## src/rtl/id_stage.sv

```systemverilog
// RV32I decode stage: decodes the fetched word, reads the register file, and
// loads the ID/EX register. Stalls on load-use hazards and drops state on flush.
module id_stage #(
    parameter int                XLEN     = 32,
    parameter logic [XLEN-1:0]   RESET_PC = '0
) (
    input  logic            clk,
    input  logic            rst_n,
    input  logic            if_valid,
    output logic            if_ready,
    input  logic [31:0]     if_instr,
    input  logic [XLEN-1:0] if_pc,
    input  logic            flush,
    output logic [4:0]      rs1_select,
    output logic [4:0]      rs2_select,
    input  logic [31:0]     rs1_data,
    input  logic [31:0]     rs2_data,
    output logic            ex_valid,
    input  logic            ex_ready,
    output logic [XLEN-1:0] ex_pc,
    output logic [31:0]     ex_rs1_val,
    output logic [31:0]     ex_rs2_val,
    output logic [31:0]     ex_imm,
    output logic [4:0]      ex_rd,
    output logic [2:0]      ex_funct3,
    output logic [3:0]      ex_alu_op,
    output logic            ex_src_imm,
    output logic            ex_src_pc,
    output logic            ex_is_load,
    output logic            ex_is_store,
    output logic            ex_is_branch,
    output logic            ex_is_jal,
    output logic            ex_is_jalr,
    output logic            ex_reg_write,
    output logic            ex_illegal
);
    localparam logic [6:0] OPC_OP     = 7'b0110011;
    localparam logic [6:0] OPC_OP_IMM = 7'b0010011;
    localparam logic [6:0] OPC_LOAD   = 7'b0000011;
    localparam logic [6:0] OPC_STORE  = 7'b0100011;
    localparam logic [6:0] OPC_BRANCH = 7'b1100011;
    localparam logic [6:0] OPC_LUI    = 7'b0110111;
    localparam logic [6:0] OPC_AUIPC  = 7'b0010111;
    localparam logic [6:0] OPC_JAL    = 7'b1101111;
    localparam logic [6:0] OPC_JALR   = 7'b1100111;

    localparam logic [3:0] ALU_ADD = 4'd0, ALU_SUB = 4'd1, ALU_SLL = 4'd2, ALU_SLT = 4'd3,
                           ALU_SLTU = 4'd4, ALU_XOR = 4'd5, ALU_SRL = 4'd6, ALU_SRA = 4'd7,
                           ALU_OR = 4'd8, ALU_AND = 4'd9, ALU_PASS_B = 4'd10;

    typedef struct packed {
        logic [XLEN-1:0] pc;
        logic [31:0]     rs1;
        logic [31:0]     rs2;
        logic [31:0]     imm;
        logic [4:0]      rd;
        logic [2:0]      funct3;
        logic [3:0]      alu_op;
        logic            src_imm;
        logic            src_pc;
        logic            is_load;
        logic            is_store;
        logic            is_branch;
        logic            is_jal;
        logic            is_jalr;
        logic            reg_write;
        logic            illegal;
    } ex_t;

    function automatic logic [3:0] alu_of(input logic [2:0] f3, input logic alt);
        case (f3)
            3'd0:    return alt ? ALU_SUB : ALU_ADD;
            3'd1:    return ALU_SLL;
            3'd2:    return ALU_SLT;
            3'd3:    return ALU_SLTU;
            3'd4:    return ALU_XOR;
            3'd5:    return alt ? ALU_SRA : ALU_SRL;
            3'd6:    return ALU_OR;
            default: return ALU_AND;
        endcase
    endfunction

    logic [6:0]  opcode;
    logic [2:0]  f3;
    logic [6:0]  f7;
    logic [31:0] imm_i, imm_s, imm_b, imm_u, imm_j;
    logic        use_rs1, use_rs2;
    ex_t         dec;
    ex_t         ex_q;
    logic        ld_shadow_v;
    logic [4:0]  ld_shadow_rd;
    logic        stall, accept, handoff;

    assign opcode     = if_instr[6:0];
    assign f3         = if_instr[14:12];
    assign f7         = if_instr[31:25];
    assign rs1_select = if_instr[19:15];
    assign rs2_select = if_instr[24:20];

    assign imm_i = {{20{if_instr[31]}}, if_instr[31:20]};
    assign imm_s = {{20{if_instr[31]}}, if_instr[31:25], if_instr[11:7]};
    assign imm_b = {{19{if_instr[31]}}, if_instr[31], if_instr[7], if_instr[30:25], if_instr[11:8], 1'b0};
    assign imm_u = {if_instr[31:12], 12'b0};
    assign imm_j = {{11{if_instr[31]}}, if_instr[31], if_instr[19:12], if_instr[20], if_instr[30:21], 1'b0};

    always_comb begin
        dec        = '0;
        dec.pc     = if_pc;
        dec.rs1    = rs1_data;
        dec.rs2    = rs2_data;
        dec.rd     = if_instr[11:7];
        dec.funct3 = f3;
        dec.alu_op = ALU_ADD;
        use_rs1    = 1'b0;
        use_rs2    = 1'b0;
        case (opcode)
            OPC_OP: begin
                use_rs1       = 1'b1;
                use_rs2       = 1'b1;
                dec.reg_write = 1'b1;
                dec.alu_op    = alu_of(f3, if_instr[30]);
                // funct7 0100000 is only meaningful for SUB and SRA
                dec.illegal   = !(f7 == 7'h00 || (f7 == 7'h20 && (f3 == 3'd0 || f3 == 3'd5)));
            end
            OPC_OP_IMM: begin
                use_rs1       = 1'b1;
                dec.reg_write = 1'b1;
                dec.src_imm   = 1'b1;
                dec.imm       = imm_i;
                dec.alu_op    = alu_of(f3, (f3 == 3'd5) && if_instr[30]);
                if (f3 == 3'd1)      dec.illegal = (f7 != 7'h00);
                else if (f3 == 3'd5) dec.illegal = !(f7 == 7'h00 || f7 == 7'h20);
            end
            OPC_LOAD: begin
                use_rs1       = 1'b1;
                dec.is_load   = 1'b1;
                dec.reg_write = 1'b1;
                dec.src_imm   = 1'b1;
                dec.imm       = imm_i;
            end
            OPC_STORE: begin
                use_rs1      = 1'b1;
                use_rs2      = 1'b1;
                dec.is_store = 1'b1;
                dec.src_imm  = 1'b1;
                dec.imm      = imm_s;
            end
            OPC_BRANCH: begin
                use_rs1       = 1'b1;
                use_rs2       = 1'b1;
                dec.is_branch = 1'b1;
                dec.alu_op    = ALU_SUB;
                dec.imm       = imm_b;
            end
            OPC_LUI: begin
                dec.reg_write = 1'b1;
                dec.src_imm   = 1'b1;
                dec.alu_op    = ALU_PASS_B;
                dec.imm       = imm_u;
            end
            OPC_AUIPC: begin
                dec.reg_write = 1'b1;
                dec.src_imm   = 1'b1;
                dec.src_pc    = 1'b1;
                dec.imm       = imm_u;
            end
            OPC_JAL: begin
                dec.reg_write = 1'b1;
                dec.src_pc    = 1'b1;
                dec.is_jal    = 1'b1;
                dec.imm       = imm_j;
            end
            OPC_JALR: begin
                use_rs1       = 1'b1;
                dec.reg_write = 1'b1;
                dec.src_imm   = 1'b1;
                dec.is_jalr   = 1'b1;
                dec.imm       = imm_i;
            end
            default: dec.illegal = 1'b1;
        endcase
        if (dec.illegal) begin
            dec.is_load   = 1'b0;
            dec.is_store  = 1'b0;
            dec.is_branch = 1'b0;
            dec.is_jal    = 1'b0;
            dec.is_jalr   = 1'b0;
            dec.reg_write = 1'b0;
        end
        if (dec.rd == 5'd0) dec.reg_write = 1'b0;
    end

    // A load's result is not forwardable while it sits in ID/EX or one cycle after
    always_comb begin
        stall = 1'b0;
        if (ex_valid && ex_q.is_load && ex_q.rd != 5'd0 &&
            ((use_rs1 && rs1_select == ex_q.rd) || (use_rs2 && rs2_select == ex_q.rd)))
            stall = 1'b1;
        if (ld_shadow_v &&
            ((use_rs1 && rs1_select == ld_shadow_rd) || (use_rs2 && rs2_select == ld_shadow_rd)))
            stall = 1'b1;
    end

    assign if_ready = !flush && !stall && (!ex_valid || ex_ready);
    assign accept   = if_valid && if_ready;
    assign handoff  = ex_valid && ex_ready && ex_q.is_load && (ex_q.rd != 5'd0);

    always_ff @(posedge clk or negedge rst_n) begin
        if (!rst_n) begin
            ex_valid     <= 1'b0;
            ex_q         <= '{pc: RESET_PC, default: '0};
            ld_shadow_v  <= 1'b0;
            ld_shadow_rd <= 5'd0;
        end else if (flush) begin
            ex_valid    <= 1'b0;
            ld_shadow_v <= 1'b0;
        end else begin
            ld_shadow_v <= handoff;
            if (handoff) ld_shadow_rd <= ex_q.rd;
            if (accept) begin
                ex_valid <= 1'b1;
                ex_q     <= dec;
            end else if (ex_valid && ex_ready) begin
                ex_valid <= 1'b0;
            end
        end
    end

    assign ex_pc        = ex_q.pc;
    assign ex_rs1_val   = ex_q.rs1;
    assign ex_rs2_val   = ex_q.rs2;
    assign ex_imm       = ex_q.imm;
    assign ex_rd        = ex_q.rd;
    assign ex_funct3    = ex_q.funct3;
    assign ex_alu_op    = ex_q.alu_op;
    assign ex_src_imm   = ex_q.src_imm;
    assign ex_src_pc    = ex_q.src_pc;
    assign ex_is_load   = ex_q.is_load;
    assign ex_is_store  = ex_q.is_store;
    assign ex_is_branch = ex_q.is_branch;
    assign ex_is_jal    = ex_q.is_jal;
    assign ex_is_jalr   = ex_q.is_jalr;
    assign ex_reg_write = ex_q.reg_write;
    assign ex_illegal   = ex_q.illegal;
endmodule

```

## config.mk

```make
export PLATFORM = sky130hd
export DESIGN_NAME = id_stage
export DESIGN_NICKNAME = d
export VERILOG_FILES = /design/src/rtl/id_stage.sv
export SDC_FILE = /design/constraint.sdc
export NUM_CORES = 1
export LEC_CHECK = 0
export CAP_MARGIN = 10
export CORE_ASPECT_RATIO = 0.6
export CORE_MARGIN = 4
export CORE_UTILIZATION = 43
export DETAILED_ROUTE_END_ITERATION = 7
export PLACE_DENSITY = 0.82
export SLEW_MARGIN = 20
export SYNTH_ARGS = -nofsm -noshare
export SYNTH_HDL_FRONTEND = slang
export SYNTH_SLANG_ARGS = --single-unit
```

## constraint.sdc

```tcl
create_clock -name clk -period 3.4 [get_ports clk]
set_clock_uncertainty 0.15 [all_clocks]
set_input_delay 0.85 -clock clk [delete_from_list [all_inputs] [get_ports clk]]
set_output_delay 0.85 -clock clk [all_outputs]
set_load 0.02 [all_outputs]
```

# --- After elaboration in Yosys (flattened, before gate mapping) ---
# Index checks and enable logic that the tools add are counted.
totals:
  register_bits: 156
  input_bits: 133
  output_inout_bits: 161
  elab_cells: 112
op_classes:
  eq_ne: 20
  muxes: 29
  n_bitwise: 1
  n_reduce_logical: 43
ops:
  columns: ["operator", "n"]
  rows:
  - ["case mux 32 bit (5 select lines)", 1]
  - ["case mux 4 bit (7 select lines)", 2]
  - ["equality test 7 x 6 -> 1 bit (second input constant)", 4]
  - ["2-to-1 mux 1 bit", 23]
  - ["equality test 7 bit (second input constant)", 3]
  - ["equality test 5 bit", 4]
  - ["logical AND 1 bit", 16]
  - ["case mux 4 bit (4 select lines)", 1]
  - ["equality test 7 x 5 -> 1 bit (second input constant)", 2]
  - ["OR reduction 7 bit", 2]
  - ["OR reduction 6 bit", 2]
  - ["equality test 3 bit (second input constant)", 3]
  - ["equality test 7 x 2 -> 1 bit (second input constant)", 1]
  - ["zero test 7 bit", 1]
  - ["nonzero test 7 bit", 1]
  - ["equality test 3 x 2 -> 1 bit (second input constant)", 2]
  - ["logical OR 1 bit", 6]
  - ["2-to-1 mux 6 bit", 1]
  - ["OR reduction 3 bit", 2]
  - ["zero test 1 bit", 5]
  - ["zero test 5 bit", 1]
  - ["nonzero test 5 bit", 1]
  - ["AND reduction 2 bit", 2]
  - ["OR reduction 2 bit", 2]
  - ["other kinds (5)", 5]

# --- Longest topological paths before layout ---
# Gate-level depths: netlist of the first run.
logic_depth:
  word_depth: 14
  ltp_mapped: 9

# --- Least setup slack after synthesis of the first run ---
# Ideal clock, no wire load.
synth_path:
  path_kind: "input to output"
  startpoint: "input if_instr[6]"
  endpoint: "output if_ready"
  arrival_time_ps: 2058
  required_time_ps: 2400
  slack_ps: 342
  stages: 5
  path_cell_list: "or2_2 > a211o_1 > nor4_1 > o21bai_1 > and3_1"
synth_via:
  elab_chain_len: 11
synth_rtl:
  columns: ["item", "line_no", "text"]
  rows:
  - ["start, declared", "11", "input logic [31:0] if_instr,"]
  - ["equality test 7 bit, or another cell as far along", "116", "case (opcode)"]
  - ["OR reduction 6 bit (no line) or OR reduction 3 bit (tied branches)", null, null]
  - ["2-to-1 mux 1 bit", "116", null]
  - ["logical AND 1 bit", "197", "((use_rs1 && rs1_select == ex_q.rd) || (use_rs2 && rs2_select == ex_q.rd)))"]
  - ["logical OR 1 bit", "197", null]
  - ["logical AND 1 bit", "196", "if (ex_valid && ex_q.is_load && ex_q.rd != 5'd0 &&"]
  - ["2-to-1 mux 1 bit", "196", null]
  - ["2-to-1 mux 1 bit *", "199", "if (ld_shadow_v &&"]
  - ["zero test 1 bit *", "204", "assign if_ready = !flush && !stall && (!ex_valid || ex_ready);"]
  - ["logical AND 1 bit * (2 in a row)", "204", null]
  - ["end, declared", "10", "output logic if_ready,"]
# Mark *: on every way between the ends. The rest lies on a longest branch, timed or not.

# --- Final worst setup path of the first run ---
layout_path:
  startpoint: "input if_instr[17]"
  endpoint: "output if_ready"
layout_via:
  elab_chain_len: 9
layout_rtl:
  columns: ["item", "line_no"]
  rows:
  - ["equality test 5 bit", "197"]
  - ["logical AND 1 bit", "197"]
  - ["logical OR 1 bit", "197"]
  - ["logical AND 1 bit", "196"]
  - ["2-to-1 mux 1 bit", "196"]
  - ["2-to-1 mux 1 bit *", "199"]
  - ["zero test 1 bit *", "204"]
  - ["logical AND 1 bit * (2 in a row)", "204"]
# Marks and branches as above.

==> flow_summary.toml, run 1 <==
[status]
status = "complete, no violations"

[detailed_routing]
drc = 0
drtPass1Iterations = 5
ant_nets = 0
drt_iter0_markers = 366
via_per_inst = 5.04
drt_wl_total_um = 21200
vias = 5336
wl_per_cell_um = 20.0

[critical_path]
end_kind = "output pin"
path_class = "input pin to output pin"
cp_data_arrival_time_ps = 2320
rrSetupSlack_ps = 670
reg2reg_to = "ex_imm[27]"
cp.required_ps = 2400
worst-path-max-fanout = 3
timing.rr.start = "ex_rd[0]"
worst_setup_path_start_kind = "input pin"
ff2ff_path_depth = 11

[grt]
grt_max_degree = 66
grt_pass1_wl_um = 32300
antenna_found_initial = 0
first_global_vias = 5863
grt-ovfl-total = 0
grt_use_total_pct = 23.0

[clocking]
htreeDepth = 4
clock_sinks = 156
cts_tree = "done"
path_clk_slew_ps = 70
hold_buffers = 0
cts_buffer_depth = 2
root_buffer = "clkbuf_16"
cts_made_buffers = 17
clock_latency_ps = 400

[logic_synthesis]
yosys_warnings = 0
synth-edff-count = 0
synthArstFlopShare_pct = 100
yosys.cell_types.count = 42
syn_inst = 512
ys_seq_area_share_pct = 57.3
synth_ff_type = "dfrtp_1"
synth_area_per_cell_um2 = 13.3
ys_ff_latch = 156
synth_area_um2 = 6820
postSynthNetCount = 645

[hold_path]
hp-class = "input pin to async pin"

[timing]
hold_viol_final = 0
slew_violations = 0
fin_tns_setup_ps = 0
setup_viol = 0
fin_ws_ps = 84.3
fmax_ghz = 0.302
min_period_ps = 3320
tightest_slew_ps = 771
slew_headroom_pct = 48.2
rsz0062_at_grt = "no"
post-route-period-util_pct = 97.5

[finish]
postLayoutCoreUtil_pct = 70.5
fin_area_um2 = 10900
drive_gt1_share_pct = 18.7
syn_to_final_growth_pct = 59.9
final_nets = 977
n_antenna_cell = 0
layout_commonest_cell = "clkdlybuf4s50_1"
final_cell_mix = "clkdlybuf4s50_1, dfrtp_1, mux2_1, mux2_2, buf_4"

[power]
p_leak_nw = 4.77
powerDensity_nw_per_um2 = 506
ir_drop_mv = 0.336

[floorplan]
die_h_um = 106
core_um2 = 15500
row_count = 35
die-area_um2 = 18000
io_pins = 294
initial_utilization_pct = 44.1
fp.dieW_um = 171

[placement]
gp_congestion = 0.930
dp_slack_ps = -736
port_buffers = 293
hpwl_um = 16200
place_area_um2 = 10200

[job]
maxCapViolCount = 0
==> Yosys cell counts (12+ instances only) <==
master | number | area share, %
xnor2_1 | 16 | 2.1
dfrtp_1 | 156 | 57
nand2_1 | 15 | 0.83
mux2_1 | 71 | 12
inv_1 | 31 | 1.7
nor2_1 | 12 | 0.66
mux2i_1 | 30 | 4.4
buf_4 | 13 | 1.4
mux2_2 | 55 | 9.1
a21oi_1 | 24 | 1.8
==> sequential cells by signal (all words and copies together) (netlist names) <==
| signal | flops |
|---|---|
| ex_is_jalr | 1 |
| ex_imm | 32 |
| ex_illegal | 1 |
| ex_valid | 1 |
| ex_src_pc | 1 |
| ex_pc | 32 |
| ex_src_imm | 1 |
| ld_shadow_rd | 5 |
| ex_is_jal | 1 |
| ld_shadow_v | 1 |
| ex_alu_op | 4 |
| ex_rs1_val | 32 |
| ex_rd | 5 |
| ex_rs2_val | 32 |
| ex_is_store | 1 |
| ex_funct3 | 3 |
| ex_is_branch | 1 |
| ex_is_load | 1 |
| ex_reg_write | 1 |
==> worst max-delay path, stage by stage <==
cell and delay (ps):
clkdlybuf4s50_1 570, xnor2_1 150, nand4_1 160, nor3_4 200, a31oi_2 70, and3_4 200, buf_6 130
==> power breakdown <==
part / switching, W / leakage [nW] / internal, W
Clock: 0.000812 / 0.261 / 0.000968
Combinational: 0.000713 / 2.57 / 0.000792
Sequential: 0.000136 / 1.94 / 0.00209
==> layer usage <==
metal,wire length (um),vias up,global-route usage (%)
met5,0,-,0
met4,353,0,4.96
met3,2060,32,7.87
met2,10200,260,38.6
met1,8510,2601,28.9
li1,-,2443,-
==> kinds of logic (layout without fill, tap and decap cells) <==
family	count (synthesis)	count (layout)	synth area share (%)
multiplexers	156	156	25.2
flip-flops	156	156	57.3
buffers and inverters	66	410	5.38
AND/OR/NAND/NOR	64	64	5.01
AO/OA/AOI/OAI	50	50	4.55
XOR/XNOR	20	20	2.57
==> worst max-delay path by stage <==
stage,startpoint,endpoint,slack (ps),cells past startpoint
final,if_instr[17],if_ready,80,7
after floorplan,if_instr[6],if_ready,340,5
after detailed placement,if_instr[6],if_ready,-740,7
after global placement,if_instr[6],if_ready,-680,7
after global routing,if_instr[17],if_ready,20,7
after CTS,if_instr[19],if_ready,0.5,7
==> final cells by class <==
class	count	area (um^2)
inverters	31	116
fillers	1073	4560
flip-flops and latches	156	3900
multi-input cells	290	2660
clock inverters	13	106
well taps	203	254
repair buffers	348	3420
clock buffers	18	439
==> through the flow <==
| stage | total power [W] | hold slack [ps] | cells |
|---|---|---|---|
| floorplan | 0.00289 | 395 | 512 |
| global placement | 0.00370 | 322 | 1017 |
| detailed placement | 0.00376 | 334 | 1017 |
| CTS | 0.00556 | 308 | 1057 |
| global route | 0.00575 | 320 | 1059 |
| finish | 0.00551 | 286 | 1059 |
==> what timing repair did <==
item / CTS / global route
setup buffers: 9 / 2
setup endpoints to repair: 1 / 10
pin swaps: 8 / 5
endpoints found under the hold margin: 0 / 0
cloned: 0 / 0
gates resized for setup: 23 / 17
Note: power is estimated with default switching activity, not from simulation.
==> run 2, diff against run 1 <==
Settings changed: HOLD_SLACK_MARGIN from default to 0.05.
==> results of run 2 <==
The final DEF is identical to that of run 1; final timing and power are the same.
==> run 3, diff against run 2 <==
Settings changed: CTS_CLUSTER_DIAMETER from default to 100.
==> results of run 3 <==
The final DEF is identical to that of run 1; final timing and power are the same.
